--- config.mk ---
export PLATFORM = sky130hd
export DESIGN_NAME = hazard_ctrl
export DESIGN_NICKNAME = d
export VERILOG_FILES = /design/src/rtl/hazard_ctrl_pkg.sv /design/src/rtl/hazard_ctrl_mcycle_fsm.sv /design/src/rtl/hazard_ctrl.sv
export SDC_FILE = /design/constraint.sdc
export NUM_CORES = 1
export LEC_CHECK = 0
export ABC_AREA = 1
export BUFFER_PORTS_ARGS = -buffer_cell sky130_fd_sc_hd__buf_2
export CAP_MARGIN = 20
export CORE_UTILIZATION = 44
export CTS_CLUSTER_SIZE = 28
export DETAILED_ROUTE_END_ITERATION = 16
export PLACE_DENSITY_LB_ADDON = 0.15
export SYNTH_ARGS = -nofsm -noshare
export SYNTH_HDL_FRONTEND = slang
export SYNTH_SLANG_ARGS = --single-unit
export TNS_END_PERCENT = 100
--- constraint.sdc ---
create_clock -name clk -period 1.8 [get_ports clk]
set_clock_uncertainty 0.2 [all_clocks]
set_input_delay 0.18 -clock clk [delete_from_list [all_inputs] [get_ports clk]]
set_output_delay 0.18 -clock clk [all_outputs]
set_load 0.02 [all_outputs]
--- src/rtl/hazard_ctrl_pkg.sv ---
`default_nettype none
// ============================================================================
//  Module      : hazard_ctrl_pkg
//  Description : Shared definitions for the pipeline hazard controller:
//                forward-select encodings, multicycle FSM state type, the
//                PC register index and a register-compare helper.
//  Revision    : 1.0 - initial release
// ============================================================================
package hazard_ctrl_pkg;

    // Operand source selects for the Execute-stage muxes
    localparam logic [1:0] FWD_RF = 2'b00;  // register file
    localparam logic [1:0] FWD_W  = 2'b01;  // Writeback result
    localparam logic [1:0] FWD_M  = 2'b10;  // Memory-stage ALU result

    // R15 is the PC; it is never produced by the pipeline, so it never matches
    localparam logic [3:0] PC_IDX = 4'd15;

    typedef enum logic [1:0] {
        IDLE = 2'd0,
        BUSY = 2'd1,
        DONE = 2'd2
    } mc_state_t;

    function automatic logic reg_match(input logic [3:0] a, input logic [3:0] b);
        return (a == b) && (a != PC_IDX);
    endfunction

endpackage
`default_nettype wire

--- src/rtl/hazard_ctrl_mcycle_fsm.sv ---
`default_nettype none
// ============================================================================
//  Module      : mcycle_fsm
//  Description : Tracks the multicycle execution unit (IDLE/BUSY/DONE) with a
//                watchdog that forces completion after MC_MAX_CYCLES BUSY
//                cycles and flags that case with a one-cycle timeout pulse.
//  Revision    : 1.0 - initial release
//  Ports       : clk, rst_p (async, active-high)
//                i_start   - multicycle op issued from Execute
//                i_done    - unit reports completion
//                o_busy    - FSM is in BUSY
//                o_timeout - high for the DONE cycle after a watchdog exit
// ============================================================================
module mcycle_fsm
    import hazard_ctrl_pkg::*;
#(
    parameter int MC_MAX_CYCLES = 32
) (
    input  logic clk,
    input  logic rst_p,
    input  logic i_start,
    input  logic i_done,
    output logic o_busy,
    output logic o_timeout
);

    localparam int CW = (MC_MAX_CYCLES > 1) ? $clog2(MC_MAX_CYCLES) : 1;
    localparam logic [CW-1:0] LIMIT = CW'(MC_MAX_CYCLES - 1);

    mc_state_t     state_q, state_d;
    logic [CW-1:0] cnt_q,   cnt_d;
    logic          tout_q,  tout_d;   // last BUSY exit was the watchdog

    always_ff @(posedge clk or posedge rst_p) begin
        if (rst_p) begin
            state_q <= IDLE;
            cnt_q   <= '0;
            tout_q  <= 1'b0;
        end else begin
            state_q <= state_d;
            cnt_q   <= cnt_d;
            tout_q  <= tout_d;
        end
    end

    always_comb begin
        state_d = state_q;
        cnt_d   = cnt_q;
        tout_d  = tout_q;
        unique case (state_q)
            IDLE: begin
                if (i_start) begin
                    state_d = BUSY;
                    cnt_d   = '0;
                    tout_d  = 1'b0;
                end
            end
            BUSY: begin
                if (i_done || (cnt_q == LIMIT)) begin
                    state_d = DONE;
                    // a real completion on the limit cycle is not a timeout
                    tout_d  = !i_done;
                end else begin
                    cnt_d   = cnt_q + 1'b1;
                end
            end
            DONE: begin
                // start requests here are dropped on purpose
                state_d = IDLE;
            end
            default: state_d = IDLE;
        endcase
    end

    assign o_busy    = (state_q == BUSY);
    assign o_timeout = (state_q == DONE) && tout_q;

endmodule
`default_nettype wire

--- src/rtl/hazard_ctrl.sv ---
`default_nettype none
// ============================================================================
//  Module      : hazard_ctrl
//  Description : Pipeline hazard unit: operand forwarding, load-use and
//                branch handling, and stalls for a multicycle Execute unit.
//                Priority: multicycle stall > taken branch > data hazard.
//  Revision    : 1.0 - initial release
//  Config      : HAZARD_FWD_EN - when defined, forwarding is enabled and only
//                loads stall; otherwise forward selects are 0 and any
//                in-flight E/M write to a Decode source stalls.
//  Ports       : clk, rst_p (async, active-high)
//                RA1_D/RA2_D, RA1_E/RA2_E, RA2_M  - source registers
//                WA3_E/M/W, RegWrite_E/M/W        - destinations / enables
//                MemtoReg_E, PCSrc_E, MStart_E, MDone
//                StallF/D/E, FlushD/E             - pipeline control
//                ForwardAE/BE, ForwardM           - forward selects
//                MBusy, MTimeout, StallCount      - status
// ============================================================================
module hazard_ctrl
    import hazard_ctrl_pkg::*;
#(
    parameter int MC_MAX_CYCLES = 32
) (
    input  logic        clk,
    input  logic        rst_p,
    input  logic [3:0]  RA1_D,
    input  logic [3:0]  RA2_D,
    input  logic [3:0]  RA1_E,
    input  logic [3:0]  RA2_E,
    input  logic [3:0]  RA2_M,
    input  logic [3:0]  WA3_E,
    input  logic [3:0]  WA3_M,
    input  logic [3:0]  WA3_W,
    input  logic        RegWrite_E,
    input  logic        RegWrite_M,
    input  logic        RegWrite_W,
    input  logic        MemtoReg_E,
    input  logic        PCSrc_E,
    input  logic        MStart_E,
    input  logic        MDone,
    output logic        StallF,
    output logic        StallD,
    output logic        StallE,
    output logic        FlushD,
    output logic        FlushE,
    output logic [1:0]  ForwardAE,
    output logic [1:0]  ForwardBE,
    output logic        ForwardM,
    output logic        MBusy,
    output logic        MTimeout,
    output logic [15:0] StallCount
);

    logic        mc_busy;
    logic        mc_timeout;
    logic [1:0]  fwd_a;
    logic [1:0]  fwd_b;
    logic        fwd_m;
    logic        data_stall;
    logic [15:0] stall_cnt_q, stall_cnt_d;

    mcycle_fsm #(
        .MC_MAX_CYCLES (MC_MAX_CYCLES)
    ) u_mcycle_fsm (
        .clk       (clk),
        .rst_p     (rst_p),
        .i_start   (MStart_E),
        .i_done    (MDone),
        .o_busy    (mc_busy),
        .o_timeout (mc_timeout)
    );

`ifdef HAZARD_FWD_EN
    always_comb begin
        fwd_a = FWD_RF;
        if (RegWrite_M && reg_match(WA3_M, RA1_E))      fwd_a = FWD_M;
        else if (RegWrite_W && reg_match(WA3_W, RA1_E)) fwd_a = FWD_W;

        fwd_b = FWD_RF;
        if (RegWrite_M && reg_match(WA3_M, RA2_E))      fwd_b = FWD_M;
        else if (RegWrite_W && reg_match(WA3_W, RA2_E)) fwd_b = FWD_W;

        fwd_m = RegWrite_W && reg_match(WA3_W, RA2_M);

        // only a load result is too late to forward into the next op
        data_stall = MemtoReg_E && RegWrite_E &&
                     (reg_match(WA3_E, RA1_D) || reg_match(WA3_E, RA2_D));
    end
`else
    logic unused_fwd_inputs;
    assign unused_fwd_inputs = ^{RA1_E, RA2_E, RA2_M, WA3_W, RegWrite_W, MemtoReg_E};

    always_comb begin
        fwd_a = FWD_RF;
        fwd_b = FWD_RF;
        fwd_m = 1'b0;
        // without bypass paths, wait until the producer has left M
        data_stall = (RegWrite_E && (reg_match(WA3_E, RA1_D) || reg_match(WA3_E, RA2_D))) ||
                     (RegWrite_M && (reg_match(WA3_M, RA1_D) || reg_match(WA3_M, RA2_D)));
    end
`endif

    // Outputs are forced low while reset is asserted, independent of inputs
    always_comb begin
        StallF    = 1'b0;
        StallD    = 1'b0;
        StallE    = 1'b0;
        FlushD    = 1'b0;
        FlushE    = 1'b0;
        ForwardAE = FWD_RF;
        ForwardBE = FWD_RF;
        ForwardM  = 1'b0;
        if (!rst_p) begin
            if (mc_busy) begin
                StallF = 1'b1;
                StallD = 1'b1;
                StallE = 1'b1;
            end else if (PCSrc_E) begin
                FlushD = 1'b1;
                FlushE = 1'b1;
            end else if (data_stall) begin
                StallF = 1'b1;
                StallD = 1'b1;
                FlushE = 1'b1;
            end
            ForwardAE = fwd_a;
            ForwardBE = fwd_b;
            ForwardM  = fwd_m;
        end
    end

    assign MBusy    = mc_busy;
    assign MTimeout = mc_timeout;

    always_comb begin
        stall_cnt_d = stall_cnt_q;
        if (StallF && (stall_cnt_q != 16'hFFFF))
            stall_cnt_d = stall_cnt_q + 16'd1;
    end

    always_ff @(posedge clk or posedge rst_p) begin
        if (rst_p) stall_cnt_q <= '0;
        else       stall_cnt_q <= stall_cnt_d;
    end

    assign StallCount = stall_cnt_q;

endmodule
`default_nettype wire

==> metrics.yaml <==
clock_network:
  cts-root-buf: "clkbuf_8"
  tritoncts: "yes"
  clock_latency_ns: 0.27
  clock_sinks: 24
  htree_num_levels: 1
  clk_path_buf_depth: 2
  cts_buffers: 3
  clk_pin_slew_ns: 0.08
yosys:
  ys_seq_elements: 24
  yosys.area_share.xor_xnor: 0.0680
  synthSimpleGateAreaFrac: 0.434
  synth_top_family_by_area: "simple AND/OR/NAND/NOR gates"
  synth_cells: 272
  ys_top_cells_by_area: "dfrtp_1 (33%), nand2_1 (22%), nand3_1 (7.5%)"
  synth_mux_area_frac: 0
  yosysTopAreaCellShare: 0.333
  yosysSeqAreaShare: 0.333
  synth-warning-count: 0
  synth_area_per_cell_um2: 6.63
  synth_cell_types: 27
  synth-adder-area-share: 0.0208
  syn_area_um2: 1800
  synth_compound_area_frac: 0.0368
  synth_top_area_cell: "dfrtp_1"
detailed_routing:
  dr.pass1.iters: 4
  totalWireLength_um: 4670
  post_drt_wl_per_cell_um: 11.5
  antenna_left: 0
  remaining_drc_errors: 0
  vias: 1956
  drt-vias-per-instance: 4.82
  dr.first_iter.drc_count: 88
worst_setup_path:
  r2r_start: "u_mcycle_fsm.cnt_q[0]"
  crit_family: "adder cells"
  worst_setup_path_start_kind: "flip-flop"
  critical-path-max-stage-delay_ns: 0.36
  crit_fanout: 6
  crit_start: "u_mcycle_fsm.cnt_q[0]"
  worstPathCellList: "ha_2 -> nand2_2 -> nor2_2 -> ha_2 -> nor2_2 -> nor2_2 -> nor3_2 -> buf_4 -> a21oi_2 -> a21oi_2"
  path_class: "reg2reg"
  worstPathRequired_ns: 1.76
  cp.depth: 10
  ff2ff_setup_slack_ns: 0.01
  worstPathArrival_ns: 1.75
  cpMaxStageDelayCell: "dfrtp_1"
  r2r-end: "u_mcycle_fsm.cnt_q[2]"
  critPathBufInv: 1
  worstSetupEndpoint: "u_mcycle_fsm.cnt_q[2]"
  crit_path_frequent_cell: "nor2_2"
  crit_path_end_kind: "flip-flop"
  rr_worst_depth: 10
timing:
  finalSetupViolCount: 0
  hold_viol: 0
  drv_slew: 0
  fin_tns_setup_ns: 0
  grt_setup_unrepaired: "true"
  clock.fmax_mhz: 559
  fin_crit_ns: 1.79
  finalCritPeriodShare: 0.994
floorplanning:
  rows: 22
  ios: 69
  die-area_um2: 4360
  dieHeight_um: 66.0
  core_area_um2: 3800
  die_w_um: 66.0
  start_util: 0.475
pwr:
  p_comb_frac: 0.533
  p_leak_nw: 1.42
  switching_power_uw: 993
  switching_share: 0.429
  seqPwrFrac: 0.321
  ir_drop_v: 0.000432
  power_mw: 2.31
  p_per_area_nw_per_um2: 888
  clkPwrFrac: 0.147
  intPower_mw: 1.32
place:
  place.gp.congestion: 0.841
  detailed_place_hpwl_um: 3210
  numPortBuffers: 45
hold_path:
  holdCritPathClass: "in2reg"
run:
  cap_violations: 0
global_routing:
  grt_max_degree: 25
  grt_util_all_layers: 0.224
  grt-ovfl-total: 0
  grt_pass1_wl_um: 7510
  grt_antenna_before_repair: 0
  grt_pass1_vias: 1713
cells_and_area:
  antennaDiodeCount: 0
  syn_to_final_growth_pct: 44.4
  layout-drive-gt1-share: 0.397
  layout_common_cells: "nand2_1 (103), buf_2 (45), buf_4 (37), inv_1 (23)"
  final_common_cell: "nand2_1"
  nets: 403
outcome:
  status: "finished clean"
==> cell type report <==
cell class                      instances  area (um^2)
Tap cell                               48         60.1
Fill cell                             334         1190
Clock buffer                            4         45.0
Timing Repair Buffer                   88          586
Multi-Input combinational cell        211         1190
Inverter                               31          116
Sequential cell                        24          604
==> synthesized netlist by cell type <==
| cell | number |
|---|---|
| nand3_2 | 1 |
| o211ai_1 | 1 |
| buf_6 | 1 |
| inv_1 | 23 |
| or2_2 | 1 |
| nor2_1 | 25 |
| nor2_4 | 3 |
| ha_1 | 3 |
| nand2_1 | 108 |
| nand2_2 | 1 |
| nor3_1 | 6 |
| nor3_2 | 1 |
| xor2_1 | 8 |
| xnor2_1 | 6 |
| o21ai_0 | 5 |
| nand2_4 | 2 |
| inv_2 | 8 |
| buf_2 | 2 |
| buf_4 | 7 |
| a21oi_1 | 2 |
| o221ai_1 | 1 |
| nand3_1 | 27 |
| dfrtp_1 | 24 |
| o21a_1 | 2 |
| nand4_1 | 2 |
| nand3_4 | 1 |
| conb_1 | 1 |
==> power by group through the flow <==
stage          sequential [mW]  combinational [mW]  clock (mW)
2_1_floorplan            0.821               0.555           0
3_3_place_gp             0.738               0.947           0
3_5_place_dp             0.744               0.970           0
4_1_cts                  0.736                1.04       0.335
5_1_grt                  0.756                1.34       0.368
6_report                 0.742                1.23       0.339
==> worst min-delay path by stage <==
| stage | start | to | slack (ns) | depth (start not counted) |
|---|---|---|---|---|
| 2_1_floorplan | rst_p | StallCount[10] | 0.003 | 1 |
| 3_3_place_gp | rst_p | u_mcycle_fsm.state_q[1] | 0.12 | 3 |
| 3_5_place_dp | rst_p | u_mcycle_fsm.state_q[1] | 0.12 | 3 |
| 4_1_cts | MDone | u_mcycle_fsm.state_q[1] | 0.01 | 3 |
| 5_1_grt | MDone | u_mcycle_fsm.tout_q | 0.07 | 3 |
| 6_report | MDone | u_mcycle_fsm.tout_q | 0.05 | 3 |
==> tightest hold or removal path: stages <==
cell and delay (ns):
buf_2 0.09, or2_2 0.10, o221ai_1 0.09
==> kinds of logic after synthesis <==
logic type,Yosys count
AO/OA/AOI/OAI,11
XOR/XNOR,14
adder cells (fa/ha/maj),3
buffers and inverters,41
flip-flops,24
other,1
AND/OR/NAND/NOR,178
==> stage by stage <==
stage | instances | area [um^2] | hold WS [ns] | utilization | setup slack, ns
final | 406 | 2610 | 0.0489 | 0.686 | 0.0105
after global routing | 406 | 2610 | 0.0703 | 0.686 | -0.128
after global placement | 382 | 2250 | 0.115 | 0.591 | -0.0283
after CTS | 394 | 2370 | 0.0122 | 0.625 | -0.0361
after detailed placement | 382 | 2250 | 0.125 | 0.591 | -0.0537
after floorplan | 276 | 1860 | 0.00295 | - | 0.00755
==> per-layer routing <==
metal	up-vias	routed length, um	global-route usage
li1	1007	-	-
met1	896	2180	0.296
met2	48	2270	0.381
met3	5	162	0.0310
met4	0	51	0.0585
met5	-	0	0
==> registers in the layout (all words and copies together), names as in the netlist <==
register / cells
u_mcycle_fsm.cnt_q: 5
u_mcycle_fsm.state_q: 2
StallCount: 16
u_mcycle_fsm.tout_q: 1
==> what timing repair did <==
| item | in CTS | in global routing |
|---|---|---|
| gates cloned | 1 | 0 |
| endpoints found under the setup margin | 7 | 24 |
| setup buffers | 5 | 12 |
| pin swaps | 7 | 20 |
| endpoints found under the hold margin | 25 | 0 |
| gates resized for setup | 10 | 31 |
| hold buffers | 2 | 0 |
(Power assumes the default switching activity.)
